**config.mk**
```make
export PLATFORM = sky130hd
export DESIGN_NAME = decode_instruction_reg_fetch
export DESIGN_NICKNAME = d
export VERILOG_FILES = /design/src/rtl/decode_instruction_reg_fetch.sv
export SDC_FILE = /design/constraint.sdc
export NUM_CORES = 1
export LEC_CHECK = 0
export BUFFER_PORTS_ARGS = -buffer_cell sky130_fd_sc_hd__clkbuf_2
export CORE_UTILIZATION = 45
export CTS_CLUSTER_DIAMETER = 80
export DETAILED_ROUTE_END_ITERATION = 10
export PLACE_DENSITY = 0.69
export RECOVER_POWER = 100
export SLEW_MARGIN = 20
export SYNTH_ARGS = -nofsm -noshare
export SYNTH_HDL_FRONTEND = slang
export SYNTH_SLANG_ARGS = --single-unit
export TNS_END_PERCENT = 10
```
**constraint.sdc**
```tcl
create_clock -name clock -period 1.68 [get_ports clock]
set_clock_uncertainty 0.15 [all_clocks]
set_input_delay 0.168 -clock clock [delete_from_list [all_inputs] [get_ports clock]]
set_output_delay 0.168 -clock clock [all_outputs]
set_load 0.01 [all_outputs]
```
**src/rtl/decode_instruction_reg_fetch.sv**
```systemverilog
// Byte-serial IA-32 front end: prefixes, opcode (optionally 0F escape) and ModR/M into registered reg/w/d/mod/rm fields.
// Optional feature macro: DECODE_TWO_BYTE_OPCODE_EN enables the 0F escape (MOVZX/MOVSX) second-byte decode.
module decode_instruction_reg_fetch #(
  parameter int MAX_PREFIX = 4
) (
  input  logic       clock,
  input  logic       reset,
  input  logic       start,
  input  logic       code_segment_d,
  input  logic       byte_valid,
  input  logic [7:0] byte_data,
  output logic       byte_ready,
  output logic       out_valid,
  input  logic       out_ready,
  output logic [1:0] bit_width,
  output logic [2:0] register,
  output logic       w_in_instruction,
  output logic       w,
  output logic       d,
  output logic       has_modrm,
  output logic [1:0] mod,
  output logic [2:0] rm,
  output logic       error
);

  localparam logic [2:0] S_IDLE   = 3'd0;
  localparam logic [2:0] S_OPCODE = 3'd1;
  localparam logic [2:0] S_ESCAPE = 3'd2;
  localparam logic [2:0] S_MODRM  = 3'd3;
  localparam logic [2:0] S_OUTPUT = 3'd4;
  localparam logic [2:0] S_ERROR  = 3'd5;

  localparam int CW = $clog2(MAX_PREFIX + 1);

  logic [2:0]    state;
  logic          opsize;
  logic [CW-1:0] pcount;

  logic       accept;
  logic       begin_instr;
  logic       is_prefix;
  logic       is_alu_rm;
  logic       is_reg_op;
  logic       is_mov_imm;
  logic [1:0] width_code;

  assign byte_ready = (state == S_OPCODE) || (state == S_ESCAPE) || (state == S_MODRM);
  assign out_valid  = (state == S_OUTPUT);
  assign error      = (state == S_ERROR);

  assign accept      = byte_valid && byte_ready;
  assign begin_instr = start && ((state == S_IDLE) || (state == S_ERROR) ||
                                 ((state == S_OUTPUT) && out_ready));

  always_comb begin
    is_prefix = 1'b0;
    case (byte_data)
      8'h66, 8'h67, 8'hF0, 8'hF2, 8'hF3,
      8'h26, 8'h2E, 8'h36, 8'h3E, 8'h64, 8'h65: is_prefix = 1'b1;
      default: is_prefix = 1'b0;
    endcase
  end

  // ALU r/m,reg forms live in 00-3F with bit 2 clear; the segment prefixes there all have bit 2 set.
  assign is_alu_rm  = ((byte_data < 8'h40) && !byte_data[2]) ||
                      ((byte_data >= 8'h84) && (byte_data <= 8'h8B));
  assign is_reg_op  = ((byte_data >= 8'h40) && (byte_data <= 8'h5F)) ||
                      ((byte_data >= 8'h90) && (byte_data <= 8'h97));
  assign is_mov_imm = (byte_data >= 8'hB0) && (byte_data <= 8'hBF);
  assign width_code = (code_segment_d ^ opsize) ? 2'b10 : 2'b01;

  always_ff @(posedge clock) begin
    if (reset) begin
      state            <= S_IDLE;
      opsize           <= 1'b0;
      pcount           <= '0;
      bit_width        <= 2'b00;
      register         <= 3'b000;
      w_in_instruction <= 1'b0;
      w                <= 1'b0;
      d                <= 1'b0;
      has_modrm        <= 1'b0;
      mod              <= 2'b00;
      rm               <= 3'b000;
    end else if (begin_instr) begin
      state            <= S_OPCODE;
      opsize           <= 1'b0;
      pcount           <= '0;
      bit_width        <= 2'b00;
      register         <= 3'b000;
      w_in_instruction <= 1'b0;
      w                <= 1'b0;
      d                <= 1'b0;
      has_modrm        <= 1'b0;
      mod              <= 2'b00;
      rm               <= 3'b000;
    end else begin
      case (state)
        S_OPCODE: begin
          if (accept) begin
            if (is_prefix) begin
              if (pcount == CW'(MAX_PREFIX)) begin
                state <= S_ERROR;
              end else begin
                pcount <= pcount + CW'(1);
                if (byte_data == 8'h66) opsize <= 1'b1;
              end
            end else if (is_alu_rm) begin
              w                <= byte_data[0];
              d                <= byte_data[1];
              w_in_instruction <= 1'b1;
              state            <= S_MODRM;
            end else if (is_reg_op) begin
              register  <= byte_data[2:0];
              bit_width <= width_code;
              state     <= S_OUTPUT;
            end else if (is_mov_imm) begin
              register         <= byte_data[2:0];
              w                <= byte_data[3];
              w_in_instruction <= 1'b1;
              bit_width        <= width_code;
              state            <= S_OUTPUT;
`ifdef DECODE_TWO_BYTE_OPCODE_EN
            end else if (byte_data == 8'h0F) begin
              state <= S_ESCAPE;
`endif
            end else begin
              state <= S_ERROR;
            end
          end
        end
`ifdef DECODE_TWO_BYTE_OPCODE_EN
        S_ESCAPE: begin
          if (accept) begin
            if ((byte_data == 8'hB6) || (byte_data == 8'hB7) ||
                (byte_data == 8'hBE) || (byte_data == 8'hBF)) begin
              w_in_instruction <= 1'b1;
              w                <= 1'b1;
              d                <= 1'b1;
              state            <= S_MODRM;
            end else begin
              state <= S_ERROR;
            end
          end
        end
`endif
        S_MODRM: begin
          if (accept) begin
            register  <= byte_data[5:3];
            mod       <= byte_data[7:6];
            rm        <= byte_data[2:0];
            has_modrm <= 1'b1;
            bit_width <= width_code;
            state     <= S_OUTPUT;
          end
        end
        S_OUTPUT: begin
          if (out_ready) state <= S_IDLE;
        end
        default: state <= state;
      endcase
    end
  end

endmodule

```
==> results.toml, run 1 <==
[logic_synthesis]
synth_seq_cells = 21
synth.top_cell.area_share_pct = 31.1
ys_warn_count = 0
syn_nets = 170
synth_edf_count = 0
yosysTopAreaCell = "dfxtp_1"
synth_area_leaders = "dfxtp_1, mux2i_1, nand2_1"
synthCells = 154
ys_async_sr_fraction_pct = 0
synth_area_mm2 = 0.00135
ys_types = 51
syn_avg_cell_area_um2 = 8.78
ys_seq_area_share_pct = 31.1
synth_flop_cell = "dfxtp_1"

[sta]
layout_setup_ws_ns = -0.0576
hold_violations = 0
relSlewSlack_pct = 55.4
post-route-min-period_ns = 1.74
tightest_slew_ns = 0.667
maxSlewViolCount = 0
setup_viol = 9
min_period_over_period_pct = 103
rsz0062_at_grt = "yes"
fmax_mhz = 576
hold_ws_ns = 0.0713

[clocking]
ctsRootBufferMaster = "clkbuf_4"
clk_latency_ns = 0.31
h-tree-depth = 1
path_clk_slew_ns = 0.12
numCtsBuffers = 3
cts_num_sinks = 21
clockBufferDepth = 2
cts_tree = "built"

[setup_path]
critPathKind = "flop to flop"
end_kind = "flop"
critPathLaunchType = "flop"
arrival_ns = 1.83
critical_path_required_ns = 1.78
critPathMaxFanout = 8

[status]
violations = "DRC, setup timing"
status = "finished with violations"

[die]
die_area_mm2 = 0.00323
dieHeight_um = 56.8
design.core.area_mm2 = 0.00281
core.rowCount = 19
start_util_pct = 48.2
die_x_um = 56.8
num_io_pins = 31

[power_and_ir_drop]
p_switching_mw = 0.372
p_seq_share_pct = 45.9
p_sw_share_pct = 32.4
peakVddDrop_v = 0.000408
power.internal_mw = 0.775
combPwrFrac_pct = 32.4
p_per_area_mw_per_mm2 = 663
finalPower_mw = 1.15
p_leak_nw = 0.664
p_clk_share_pct = 21.7

[drt]
num_vias = 1335
wl_um = 3510
antenna_left = 0
routedWlPerCell_um = 15.2
drc = 8
drt-pass1-iter-count = 7
drt_iter0_markers = 54
viasPerCell = 5.78

[cells_and_area]
layout_commonest_cell = "buf_4"
drive_gt1_share_pct = 35.5
final.fill_count = 259
area_growth_pct = 27.8
num_antenna_cells = 0
layout_common_cells = "buf_4, dfxtp_1, nand2_1, clkbuf_2, clkbuf_1"
stdcell_count = 231
final_nets = 217

[global_routing]
grt_remaining_overflow = 0
track_usage_pct = 22.0
grt_pass1_vias = 1272
grt_max_degree = 16
antenna_found_initial = 0
grt_pass1_wl_um = 5550

[placed_design]
dp_cells = 224
dp_slack_ns = -0.0649
hpwl_um = 2610
gp_routability_congestion = 0.887
port-buffer-count = 30

[run]
maxCapViolCount = 0

[worst_hold_path]
hold_path.class = "input port to flop"
## layout make-up
cell class | instances | area (um^2) | area share [%]
repair buffers | 54 | 323 | 18.7
clock inverters | 1 | 5.00 | 0.290
inverters | 6 | 22.5 | 1.30
well taps | 31 | 38.8 | 2.24
multi-input cells | 115 | 891 | 51.6
clock buffers | 3 | 22.5 | 1.30
flip-flops and latches | 21 | 425 | 24.6
## per-layer routing
layer / global-route usage, % / share of wire, % / vias up / routed length (um)
met3: 4.15 / 4.8 / 6 / 170
met4: 7.32 / 1.1 / 0 / 40
met2: 36.9 / 46 / 43 / 1600
li1: - / - / 654 / -
met5: 0 / 0 / - / 0
met1: 28.2 / 48 / 632 / 1690
## power groups by stage
stage	Clock (mW)	Sequential (mW)	Combinational, mW
after floorplan	0	0.531	0.223
after global placement	0	0.534	0.315
after detailed placement	0	0.535	0.326
after CTS	0.259	0.525	0.336
after global routing	0.276	0.528	0.398
final	0.249	0.526	0.371
## cells in the mapped netlist, types with 2 or more instances
cell type	count
dfxtp_1	21
nand2_1	16
or2b_1	3
a21oi_1	9
clkbuf_1	5
a211oi_1	2
nor4bb_1	2
o311a_1	2
nor2_1	6
mux2i_1	8
buf_6	2
ha_1	2
and2_1	2
nand2b_1	5
or3b_1	2
a21oi_2	6
nor2b_1	2
nor4b_1	3
buf_4	2
and3_1	2
inv_1	6
nor3_1	3
nand3_1	5
o21ai_0	2
and3b_1	2
a21bo_2	2
o21a_1	2
clkbuf_2	2
nand3b_1	3
a311oi_1	3
a21boi_0	2
## path summary, 6_finish.rpt
path                        from            to  slack, ns  depth (start not counted)
setup / recovery        state[2]  bit_width[0]      -0.06                          5
hold / removal    code_segment_d  bit_width[0]       0.07                          4
setup reg to reg        state[2]  bit_width[0]      -0.06                          5
hold reg to reg           mod[1]        mod[1]       0.33                          2
## critical path, cell delays in order (launching register included)
cell and delay, ns:
dfxtp_2 0.38, or3b_4 0.39, and4_4 0.18, or2_4 0.30, buf_6 0.15, a21oi_1 0.11
## through the flow
stage | TNS (ns) | area [um^2] | utilization (%)
detailed placement | -0.301 | 1630 | 58.0
global placement | -0.0939 | 1630 | 58.0
floorplan | -0.00869 | 1350 | -
finish | -0.272 | 1730 | 61.6
CTS | -0.0432 | 1690 | 60.1
global route | -0.831 | 1730 | 61.6
## flip-flops by register name (all words and copies together), names as in the netlist
register	flops
bit_width	2
rm	3
state	3
opsize	1
has_modrm	1
w	1
d	1
register	3
pcount	3
w_in_instruction	1
mod	2
## timing repair
| action | in CTS | in global routing |
|---|---|---|
| hold buffers | 1 | 0 |
| endpoints found under the hold margin | 1 | 0 |
| setup endpoints to repair | 9 | 13 |
| resized for setup | 4 | 12 |
| pin swaps | 1 | 2 |
| setup buffers | 0 | 2 |
## logic make-up (layout without fill, tap and decap cells)
group	count (synthesis)	after routing	share of synthesized area, %
compound gates	39	39	23.6
xor+xnor	1	1	0.648
fa+ha+maj	2	2	1.85
buf+inv	18	64	6.94
flops	21	21	31.1
mux	8	8	5.92
simple gates	65	65	30.0
(Power assumes the default switching activity.)
==> run 2, diff against run 1 <==
PLACE_DENSITY = 0.66   (was 0.69)
REMOVE_ABC_BUFFERS = 1   (was unset)
SLEW_MARGIN = unset   (was 20)
clock period = 1.8 ns   (was 1.68 ns; I/O delays follow)
==> results.toml, run 2 (synthesized netlist as in run 1, its figures left out) <==
[die]
dieHeight_um = 56.8
start_util_pct = 48.2
design.core.area_mm2 = 0.00281
num_io_pins = 31
die_area_mm2 = 0.00323
core.rowCount = 19
die_x_um = 56.8

[sta]
min_period_over_period_pct = 95.0
hold_violations = 0
setup_viol = 0
post-route-min-period_ns = 1.71
tightest_slew_ns = 0.717
rsz0062_at_grt = "yes"
fmax_mhz = 585
layout_setup_ws_ns = 0.0902
fin_setup_tns_ns = 0
relSlewSlack_pct = 52.1
maxSlewViolCount = 0

[drt]
routedWlPerCell_um = 14.9
drt_iter0_markers = 47
viasPerCell = 5.80
drt-pass1-iter-count = 8
num_vias = 1277
wl_um = 3270
antenna_left = 0
drc = 4

[global_routing]
grt_max_degree = 16
grt_pass1_vias = 1200
track_usage_pct = 21.3
antenna_found_initial = 0
grt_remaining_overflow = 0
grt_pass1_wl_um = 5410

[setup_path]
critPathMaxFanout = 13
end_kind = "flop"
slowest_delay_ns = 0.39
critical_path_required_ns = 1.89
worstPathCellList = "or3b_4 > and4_4 > or2_4 > a311oi_1"
critPathSlowestCell = "or3b_4"
critPathLaunchType = "flop"
critPathKind = "flop to flop"
path_delay_family = "simple AND/OR/NAND/NOR gates"
arrival_ns = 1.80
path_buf_inv = 0

[cells_and_area]
area_growth_pct = 18.6
num_antenna_cells = 0
layout_commonest_cell = "dfxtp_1"
drive_gt1_share_pct = 28.6
stdcell_count = 220
final_nets = 206
layout_common_cells = "dfxtp_1, nand2_1, clkbuf_2, clkbuf_1, buf_4"

[clocking]
clk_latency_ns = 0.31
h-tree-depth = 1
path_clk_slew_ns = 0.13
clockBufferDepth = 2
cts_num_sinks = 21
cts_tree = "built"
numCtsBuffers = 3
ctsRootBufferMaster = "clkbuf_4"

[worst_hold_path]
hold_path.class = "input port to flop"

[power_and_ir_drop]
peakVddDrop_v = 0.000384
p_per_area_mw_per_mm2 = 639
finalPower_mw = 1.02
p_leak_nw = 0.602

[placed_design]
dp_cells = 215
hpwl_um = 2480
port-buffer-count = 30
dp_slack_ns = 0.0231
gp_routability_congestion = 0.828

[run]
maxCapViolCount = 0

[status]
status = "finished with violations"
violations = "DRC"
-- run 2: cell type report --
cell class	count	area, um^2
clock inverters	1	5.00
well taps	31	38.8
inverters	6	22.5
clock buffers	3	22.5
multi-input cells	115	862
repair buffers	43	233
flip-flops and latches	21	420
fillers	262	1200
-- run 2: final timing paths --
| check | start | end | slack [ns] | cells after the start |
|---|---|---|---|---|
| hold reg to reg | w | w | 0.33 | 2 |
| setup / recovery | state[2] | register[0] | 0.09 | 4 |
| setup reg to reg | state[2] | register[0] | 0.09 | 4 |
| hold / removal | byte_data[1] | d | 0.03 | 3 |
-- run 2: timing repair --
action,4_1_cts,5_1_grt
resized for setup,0,4
hold endpoints to repair,1,0
setup buffers,0,0
setup endpoints to repair,0,4
hold buffers,1,0
-- run 2: per-layer routing --
metal	vias up	track usage [%]	share of wire (%)
li1	635	-	-
met1	595	27.4	46
met2	42	36.2	47
met3	5	2.53	5.5
met4	0	8.36	1.2
met5	-	0	0
-- run 2: power breakdown --
group	switching [mW]	internal, mW
Combinational	0.171	0.133
Sequential	0.00924	0.478
Clock	0.151	0.0830
-- run 2: worst min-delay path: stages --
cell	delay, ns
clkbuf_2	0.13
nand3b_1	0.10
a21oi_1	0.06
-- run 2: metrics by stage --
step           area, um^2  hold WS, ns  utilization (%)
6_report             1600       0.0345             57.2
5_1_grt              1600       0.0512             57.2
4_1_cts              1600       0.0308             57.0
3_5_place_dp         1560        0.307             55.6
3_3_place_gp         1560        0.300             55.6
2_1_floorplan        1280        0.148                -
==> run 3, diff against run 2 <==
CELL_PAD_IN_SITES_DETAIL_PLACEMENT = 1   (was unset)
CELL_PAD_IN_SITES_GLOBAL_PLACEMENT = 1   (was unset)
CORE_UTILIZATION = 39   (was 45)
PLACE_DENSITY = 0.76   (was 0.66)
REMOVE_ABC_BUFFERS = unset   (was 1)
==> results.toml, run 3 (synthesized netlist as in run 1, its figures left out) <==
[drt]
antenna_left = 0
routedWlPerCell_um = 16.1
drt-pass1-iter-count = 3
drt_iter0_markers = 27
wl_um = 3790
drc = 0
num_vias = 1293
viasPerCell = 5.50

[status]
status = "complete, no violations"

[die]
die_x_um = 60.9
design.core.area_mm2 = 0.00334
dieHeight_um = 60.9
start_util_pct = 40.5
core.rowCount = 21
num_io_pins = 31
die_area_mm2 = 0.00371

[placed_design]
hpwl_um = 2980
gp_routability_congestion = 0.835
post_dp_cell_area_mm2 = 0.00158
dp_slack_ns = 0.0169
dp_cells = 230
port-buffer-count = 30

[sta]
post-route-min-period_ns = 1.74
relSlewSlack_pct = 52.7
tightest_slew_ns = 0.709
maxSlewViolCount = 0
fin_setup_tns_ns = 0
hold_violations = 0
min_period_over_period_pct = 96.8
fmax_mhz = 574
setup_viol = 0
rsz0062_at_grt = "yes"
hold_ws_ns = 0.0230
layout_setup_ws_ns = 0.0570

[clocking]
cts_tree = "built"
cts_num_sinks = 21
cts_setup_buffers = 0
path_clk_slew_ns = 0.13
clk_latency_ns = 0.31
clockBufferDepth = 2
ctsRootBufferMaster = "clkbuf_4"
h-tree-depth = 1
numCtsBuffers = 3

[run]
maxCapViolCount = 0

[global_routing]
grt_remaining_overflow = 0
grt_pass1_vias = 1328
met1_usage_pct = 29.7
grt_busiest_layer = "met2"
grt_pass1_wl_um = 6150
track_usage_pct = 22.9
grt_max_degree = 16
globalRouteMet2Util_pct = 39.9
antenna_found_initial = 0
grt_use_met3_pct = 1.92

[setup_path]
critical_path_required_ns = 1.89
end_kind = "flop"
critPathMaxFanout = 13
arrival_ns = 1.83
critPathLaunchType = "flop"
critPathKind = "flop to flop"
reg2reg_depth = 4

[cells_and_area]
layout_common_cells = "dfxtp_1, nand2_1, clkbuf_1, clkbuf_2, buf_4"
fin_area_mm2 = 0.00162
final_nets = 206
num_antenna_cells = 0
stdcell_count = 235
drive_gt1_share_pct = 28.6
layout_commonest_cell = "dfxtp_1"
area_growth_pct = 20.1

[worst_hold_path]
hold_path.class = "input port to flop"
hold_depth = 4

[power_and_ir_drop]
peakVddDrop_v = 0.000264
p_leak_nw = 0.595
p_per_area_mw_per_mm2 = 633
[run 3: changes by cell type in the layout (fill, tap and decap cells not counted)]
cell      delta
clkbuf_2     -2
nor3_2       -1
dfxtp_4      +2
clkbuf_1     +2
nor3_1       +1
dfxtp_2      +1
dfxtp_1      -3
[run 3: through the flow]
| step | total power, mW | utilization (%) |
|---|---|---|
| global route | 1.09 | 48.7 |
| detailed placement | 0.787 | 47.3 |
| CTS | 1.02 | 48.4 |
| floorplan | 0.704 | - |
| global placement | 0.775 | 47.3 |
| finish | 1.03 | 48.7 |
[run 3: power by group]
part           total (mW)  internal, mW  switching, mW  leakage [nW]
Combinational       0.289         0.125          0.164         0.406
Sequential          0.499         0.481         0.0188         0.171
Clock               0.240        0.0833          0.157        0.0177
[run 3: critical path: stages, from the launching register on]
cell	delay, ns
dfxtp_4	0.39
or3b_4	0.40
and4_4	0.20
or2_4	0.31
a311oi_1	0.21
[run 3: final cells by class]
cell class	instances	area, um^2
Fill cell	417	1710
Clock inverter	1	5.00
Sequential cell	21	429
Timing Repair Buffer	43	230
Tap cell	46	57.6
Clock buffer	3	22.5
Multi-Input combinational cell	115	857
Inverter	6	22.5
[run 3: per-layer routing]
| metal | vias up | share of wire (%) |
|---|---|---|
| li1 | 632 | - |
| met1 | 629 | 46 |
| met2 | 27 | 49 |
| met3 | 5 | 3.1 |
| met4 | 0 | 1.3 |
| met5 | - | 0 |
[run 3: final timing paths]
check / endpoint / slack [ns] / startpoint
hold reg to reg: w / 0.32 / w
hold / removal: bit_width[0] / 0.02 / code_segment_d
setup reg to reg: register[2] / 0.06 / state[0]
setup / recovery: register[2] / 0.06 / state[0]
[run 3: what timing repair did]
| item | CTS | global route |
|---|---|---|
| hold buffers | 1 | 0 |
| endpoints found under the hold margin | 1 | 0 |
| resized for setup | 0 | 8 |
| pin swaps | 0 | 0 |
| setup endpoints to repair | 3 | 11 |
| gates cloned | 0 | 0 |
